<file path="src/rtl/i2s_master_tx_if.sv">
// Frame handshake between an audio source and the I2S master transmitter.
interface i2s_master_tx_if #(
   parameter int unsigned BITSIZE = 16
);
   logic               in_valid;
   logic               in_ready;
   logic [BITSIZE-1:0] left_in;
   logic [BITSIZE-1:0] right_in;

   modport master (output in_valid, left_in, right_in, input in_ready);
   modport slave  (input in_valid, left_in, right_in, output in_ready);
endinterface

</file>
<file path="src/rtl/i2s_master_tx.sv">
// I2S master transmitter: generates BCLK/LRCLK and shifts Philips-format stereo frames from a 2-deep FIFO.
// Define I2S_MASTER_TX_HOLD_EN to repeat the last frame on underflow instead of sending silence.
module i2s_master_tx #(
   parameter int unsigned BITSIZE   = 16,
   parameter int unsigned SLOT_BITS = 32,
   parameter int unsigned BCLK_DIV  = 16
) (
   input  logic            clk,
   input  logic            rst_n,
   i2s_master_tx_if.slave  bus,
   output logic            bclk,
   output logic            lrclk,
   output logic            sdata,
   output logic            frame_start,
   output logic            underflow
);
   localparam int unsigned FRAME_BITS = 2 * SLOT_BITS;
   localparam int unsigned DIV_W      = $clog2(BCLK_DIV);
   localparam int unsigned BIT_W      = $clog2(FRAME_BITS);
   localparam int unsigned IDX_W      = (BITSIZE > 1) ? $clog2(BITSIZE) : 1;
   localparam int unsigned WORD_W     = 2 * BITSIZE;

   localparam logic [DIV_W-1:0] DIV_LAST = DIV_W'(BCLK_DIV - 1);
   localparam logic [DIV_W-1:0] DIV_RISE = DIV_W'(BCLK_DIV / 2 - 1);
   localparam logic [BIT_W-1:0] BIT_LAST = BIT_W'(FRAME_BITS - 1);
   localparam logic [BIT_W-1:0] SLOT_B   = BIT_W'(SLOT_BITS);
   localparam logic [BIT_W-1:0] K_LAST   = BIT_W'(BITSIZE);

   logic [DIV_W-1:0]   div_cnt;
   logic [BIT_W-1:0]   bit_cnt;
   logic [BIT_W-1:0]   bit_nxt_c;
   logic [BIT_W-1:0]   slot_k_c;
   logic [IDX_W-1:0]   idx_c;
   logic               tick_c;
   logic               load_c;
   logic               lr_nxt_c;
   logic               sd_nxt_c;
   logic               push_c;
   logic               pop_c;
   logic [1:0]         count_nxt_c;

   logic [WORD_W-1:0]  fifo_mem [2];
   logic               wr_ptr;
   logic               rd_ptr;
   logic [1:0]         count;
   logic               in_ready_q;
   logic [BITSIZE-1:0] left_q;
   logic [BITSIZE-1:0] right_q;

   assign bus.in_ready = in_ready_q;

   // Next bit position, slot-relative index and the bit to present after the coming BCLK fall.
   always_comb begin
      tick_c    = (div_cnt == DIV_LAST);
      bit_nxt_c = (bit_cnt == BIT_LAST) ? '0 : bit_cnt + BIT_W'(1);
      lr_nxt_c  = (bit_nxt_c >= SLOT_B);
      slot_k_c  = lr_nxt_c ? bit_nxt_c - SLOT_B : bit_nxt_c;
      load_c    = tick_c && (bit_nxt_c == '0);
      idx_c     = IDX_W'(K_LAST - slot_k_c);
      sd_nxt_c  = 1'b0;
      if ((slot_k_c != '0) && (slot_k_c <= K_LAST)) begin
         sd_nxt_c = lr_nxt_c ? right_q[idx_c] : left_q[idx_c];
      end
      push_c      = bus.in_valid && in_ready_q;
      pop_c       = load_c && (count != 2'd0);
      count_nxt_c = count + {1'b0, push_c} - {1'b0, pop_c};
   end

   // Clock divider and serial output timing.
   always_ff @(posedge clk or negedge rst_n) begin
      if (!rst_n) begin
         div_cnt     <= '0;
         bit_cnt     <= BIT_LAST;
         bclk        <= 1'b0;
         lrclk       <= 1'b1;
         sdata       <= 1'b0;
         frame_start <= 1'b0;
         underflow   <= 1'b0;
      end else begin
         div_cnt     <= tick_c ? '0 : div_cnt + DIV_W'(1);
         frame_start <= load_c;
         underflow   <= load_c && (count == 2'd0);
         if (div_cnt == DIV_RISE) begin
            bclk <= 1'b1;
         end
         if (tick_c) begin
            bclk    <= 1'b0;
            bit_cnt <= bit_nxt_c;
            lrclk   <= lr_nxt_c;
            sdata   <= sd_nxt_c;
         end
      end
   end

   // Two-entry frame FIFO; a same-cycle push into an empty FIFO is not bypassed to the load.
   always_ff @(posedge clk or negedge rst_n) begin
      if (!rst_n) begin
         fifo_mem[0] <= '0;
         fifo_mem[1] <= '0;
         wr_ptr      <= 1'b0;
         rd_ptr      <= 1'b0;
         count       <= 2'd0;
         in_ready_q  <= 1'b1;
      end else begin
         if (push_c) begin
            fifo_mem[wr_ptr] <= {bus.left_in, bus.right_in};
            wr_ptr           <= ~wr_ptr;
         end
         if (pop_c) begin
            rd_ptr <= ~rd_ptr;
         end
         count      <= count_nxt_c;
         in_ready_q <= (count_nxt_c != 2'd2);
      end
   end

   // Frame registers hold the words being shifted during the current LRCLK period.
   always_ff @(posedge clk or negedge rst_n) begin
      if (!rst_n) begin
         left_q  <= '0;
         right_q <= '0;
      end else if (load_c) begin
         if (count != 2'd0) begin
            {left_q, right_q} <= fifo_mem[rd_ptr];
         end else begin
`ifdef I2S_MASTER_TX_HOLD_EN
            left_q  <= left_q;
            right_q <= right_q;
`else
            left_q  <= '0;
            right_q <= '0;
`endif
         end
      end
   end
endmodule
</file>
<file path="src/flat_wrapper.sv">
// flat-port wrapper written by rule: the top's interface ports become plain ports
module i2s_master_tx_flat 
#(
   parameter int unsigned BITSIZE   = 16,
   parameter int unsigned SLOT_BITS = 32,
   parameter int unsigned BCLK_DIV  = 16
)
  (clk, rst_n, bclk, lrclk, sdata, frame_start, underflow, bus_in_valid, bus_left_in, bus_right_in, bus_in_ready);
  i2s_master_tx_if #(.BITSIZE(BITSIZE)) bus_i ();
  input  logic clk;
  input  logic rst_n;
  output logic bclk;
  output logic lrclk;
  output logic sdata;
  output logic frame_start;
  output logic underflow;
  input wire logic [$bits(bus_i.in_valid)-1:0] bus_in_valid;
  input wire logic [$bits(bus_i.left_in)-1:0] bus_left_in;
  input wire logic [$bits(bus_i.right_in)-1:0] bus_right_in;
  output wire logic [$bits(bus_i.in_ready)-1:0] bus_in_ready;
  assign bus_i.in_valid = bus_in_valid;
  assign bus_i.left_in = bus_left_in;
  assign bus_i.right_in = bus_right_in;
  assign bus_in_ready = bus_i.in_ready;
  i2s_master_tx #(.BITSIZE(BITSIZE), .SLOT_BITS(SLOT_BITS), .BCLK_DIV(BCLK_DIV)) u_core (.clk(clk), .rst_n(rst_n), .bus(bus_i), .bclk(bclk), .lrclk(lrclk), .sdata(sdata), .frame_start(frame_start), .underflow(underflow));
endmodule
</file>
<file path="config.mk">
export PLATFORM = sky130hd
export DESIGN_NAME = i2s_master_tx_flat
export DESIGN_NICKNAME = d
export VERILOG_FILES = /design/src/rtl/i2s_master_tx_if.sv /design/src/rtl/i2s_master_tx.sv /design/src/flat_wrapper.sv
export SDC_FILE = /design/constraint.sdc
export NUM_CORES = 1
export LEC_CHECK = 0
export CAP_MARGIN = 40
export CORE_MARGIN = 10
export CORE_UTILIZATION = 55
export DETAILED_ROUTE_END_ITERATION = 10
export MAX_ROUTING_LAYER = met4
export PLACE_DENSITY = 0.72
export SYNTH_ARGS = -nofsm -noshare
export SYNTH_HDL_FRONTEND = slang
export SYNTH_SLANG_ARGS = --single-unit
</file>
<file path="constraint.sdc">
create_clock -name clk -period 2.89 [get_ports clk]
set_clock_uncertainty 0.05 [all_clocks]
set_input_delay 0.7225 -clock clk [delete_from_list [all_inputs] [get_ports clk]]
set_output_delay 0.7225 -clock clk [all_outputs]
set_load 0.03 [all_outputs]
</file>
==> results of run 1 <==
logic make-up (layout without fill, tap and decap cells):
kind of cell / Yosys count / in the layout / share of synthesized area [%]
buffers and inverters: 32 / 89 / 3.01
xor gates and xnor gates: 8 / 8 / 1.37
adders and majority gates: 4 / 4 / 0.977
DFF: 116 / 116 / 56.9
and+or+nand+nor: 79 / 79 / 7.06
muxes: 107 / 107 / 23.2
AOI/OAI and AO/OA: 64 / 64 / 7.48
cell type report:
type | count | share of cell area (%)
sequential | 116 | 47.4
inverter | 7 | 0.427
clock inverter | 13 | 1.83
tap | 111 | 2.26
multi-input combinational | 262 | 33.4
clock buffer | 19 | 6.85
timing repair buffer | 50 | 7.89
state kept, by name (all words and copies together) (netlist names):
register and cells:
u_core.rd_ptr 1, u_core.bit_cnt 6, u_core.bclk 1, u_core.count 2, u_core.wr_ptr 1, u_core.div_cnt 4, u_core.sdata 1, u_core.right_q 16
u_core.bus.in_ready 1, u_core.underflow 1, u_core.left_q 16, u_core.fifo_mem 64, u_core.lrclk 1, u_core.frame_start 1
final timing paths:
path	end	startpoint	slack (ps)
max in group asynchronous	u_core.bus.in_ready	rst_n	1880
worst min-delay path	u_core.fifo_mem[50]	rst_n	120
worst min register to register	u_core.lrclk	u_core.lrclk	430
worst max register to register	u_core.bus.in_ready	u_core.bit_cnt[0]	270
min in group clk	u_core.lrclk	u_core.lrclk	430
worst max-delay path	u_core.bus.in_ready	u_core.bit_cnt[0]	270
layout by cell type (no fill, tap or decap), types with 3 or more instances in the layout:
| cell type | count |
|---|---|
| clkbuf_16 | 16 |
| ha_1 | 4 |
| clkinvlp_4 | 3 |
| a211oi_1 | 4 |
| inv_1 | 7 |
| clkinv_4 | 3 |
| clkinv_2 | 5 |
| mux4_2 | 3 |
| nand3_1 | 8 |
| mux2_2 | 65 |
| and3_1 | 3 |
| clkdlybuf4s50_1 | 39 |
| buf_4 | 10 |
| dfrtp_1 | 107 |
| o211ai_1 | 3 |
| o21ai_0 | 42 |
| dfstp_2 | 8 |
| and2_1 | 3 |
| nand2_1 | 49 |
| mux2i_1 | 39 |
| o22ai_1 | 3 |
| nor2_1 | 4 |
| xnor2_1 | 6 |
through the flow:
step | total power, mW | worst slack, ps | area (sq um)
floorplan | 3.09 | 265 | 5120
global placement | 3.33 | 319 | 5620
detailed placement | 3.41 | 257 | 5620
CTS | 5.29 | 246 | 6150
global route | 5.52 | 66.9 | 6150
finish | 5.23 | 273 | 6150
per-layer routing:
metal	vias to the layer above	share of wire, %
met3	9	3.9
met1	1630	45
met2	75	50
li1	1541	-
met4	0	1.3
met5	-	0
power groups by stage:
stage | Sequential (mW) | Clock (mW) | Combinational, mW
6_report | 2.37 | 1.87 | 0.999
5_1_grt | 2.43 | 1.97 | 1.11
4_1_cts | 2.37 | 1.90 | 1.03
3_5_place_dp | 2.39 | 0 | 1.02
3_3_place_gp | 2.36 | 0 | 0.975
2_1_floorplan | 2.33 | 0 | 0.763
==> flow_summary.toml, run 1 <==
[synthesis]
syn_avg_cell_area_sq_um = 12.5
synth_nets = 449
synthCells = 410
synth-seq-cells = 116
synth_edf_count = 0
synthesis.area_sq_um = 5120
synth.most_common_cell = "dfrtp_1"
synth_ff_type = "dfrtp_1"
synthArstFlopShare_pct = 100
netlist.area_leader.share_pct = 52.8
ys_seq_area_share_pct = 56.9
yosys.area.top_type = "dfrtp_1"
synth.distinct_cells = 42
yosys-top-cells-count = "dfrtp_1 (108), mux2_2 (65), nand2_1 (49)"
yosysWarnings = 0
ys_top_cells_by_area = "dfrtp_1 (53%), mux2_2 (14%), mux2i_1 (7.6%)"

[floorplanning]
die_w_um = 116
coreArea_sq_um = 9150
dieArea_sq_um = 13600
floorplan.rows = 35
start_util_pct = 56.0
io_pins = 41
die_h_um = 116

[power_and_ir_drop]
p_leak_nw = 2.56
p_comb_share_pct = 19.1
switching_power_mw = 1.36
swShare_pct = 26.0
power_density_nw_per_um2 = 850
power_frac_seq_pct = 45.3
p_int_mw = 3.87
clkPwrFrac_pct = 35.6
vdd_drop_max_mv = 0.562

[grt]
use_met2_pct = 25.3
grt_pass1_wl_um = 17200
grt_pass1_vias = 3521
track_usage_pct = 16.6
grt_busiest_layer = "met2"
grt.overflow.total = 0
met3_usage_pct = 4.42
antenna_found_initial = 0
grt_max_degree = 51
use_met1_pct = 20.9

[critical_path]
arrival_ps = 3010
max_stage_delay_ps = 690
end_kind = "register"
cp_max_fo = 12
worstSetupPathDepth = 13
cp_top_family = "flip-flops"
critPathLaunchType = "register"
cp.required_ps = 3280
critPathSlowestCell = "dfstp_2"
worst-setup-path-type = "reg2reg"
path_cells = "ha_1 -> and2_1 -> and2_1 -> o21ai_2 -> inv_1 -> o21ai_2 -> inv_1 -> ha_1 -> inv_1 -> ha_1 -> xnor2_1 -> xnor2_1 -> nand2b_1"
crit_buf_inv = 3
reg2reg_depth = 13

[timing]
final-max-slew-violation-count = 0
tns_ps = 0
timing.slew.headroom_pct = 44.2
grt_setup_unrepaired = "false"
fmaxAchievable_mhz = 382
hold_ws_ps = 121
worst_pin_slew_ps = 837
min_period_over_period_pct = 90.5
period_needed_ps = 2620
setup_viol = 0
finalHoldViolCount = 0

[cells_and_area]
final_nets = 493
register_area_sq_um = 2910
area_growth_syn_to_layout_pct = 20.2
postLayoutCoreUtil_pct = 67.2
diodes = 0
post_route_cells_drive_above_1_share_pct = 26.3
fill_cells = 673
final_cells = 578
multiInputGateArea_sq_um = 2050

[clock_tree]
cts-root-buf = "clkbuf_8"
cts.repair.resized = 0
hold_buffers = 0
cts_setup_buffers = 0
path_clk_slew_ps = 60
clock-sinks = 116
ctsLongestPathBuffers = 2
clk-insertion-delay-late_ps = 510
cts_tree = "built"
cts_buffers = 17
cts.htree.levels = 4

[drt]
first_pass_iters = 6
avgViaCountPerCell = 5.63
vias = 3255
drt_iter0_drc = 210
routedWlPerCell_um = 17.2
post-route-drc-count = 0
drt-total-wl_um = 9940
antenna_left = 0

[run_status]
status = "completed"

[min_path]
hp-class = "in2async"

[placed_design]
placed_cells = 546
gp_congestion = 0.888
dp_hpwl_um = 6730
portBuffers = 40

[job]
maxCapViolCount = 0
(Power assumes the default switching activity.)
==> inputs of run 2 (changes only) <==
--- a/config.mk
+++ b/config.mk
@@ -8,9 +8,11 @@
 export CAP_MARGIN = 40
 export CORE_MARGIN = 10
 export CORE_UTILIZATION = 55
+export CTS_CLUSTER_DIAMETER = 100
 export DETAILED_ROUTE_END_ITERATION = 10
 export MAX_ROUTING_LAYER = met4
 export PLACE_DENSITY = 0.72
+export SETUP_SLACK_MARGIN = 0.05
 export SYNTH_ARGS = -nofsm -noshare
 export SYNTH_HDL_FRONTEND = slang
 export SYNTH_SLANG_ARGS = --single-unit
==> results of run 2 <==
No change in the layout: final DEF, timing and power equal those of run 1.
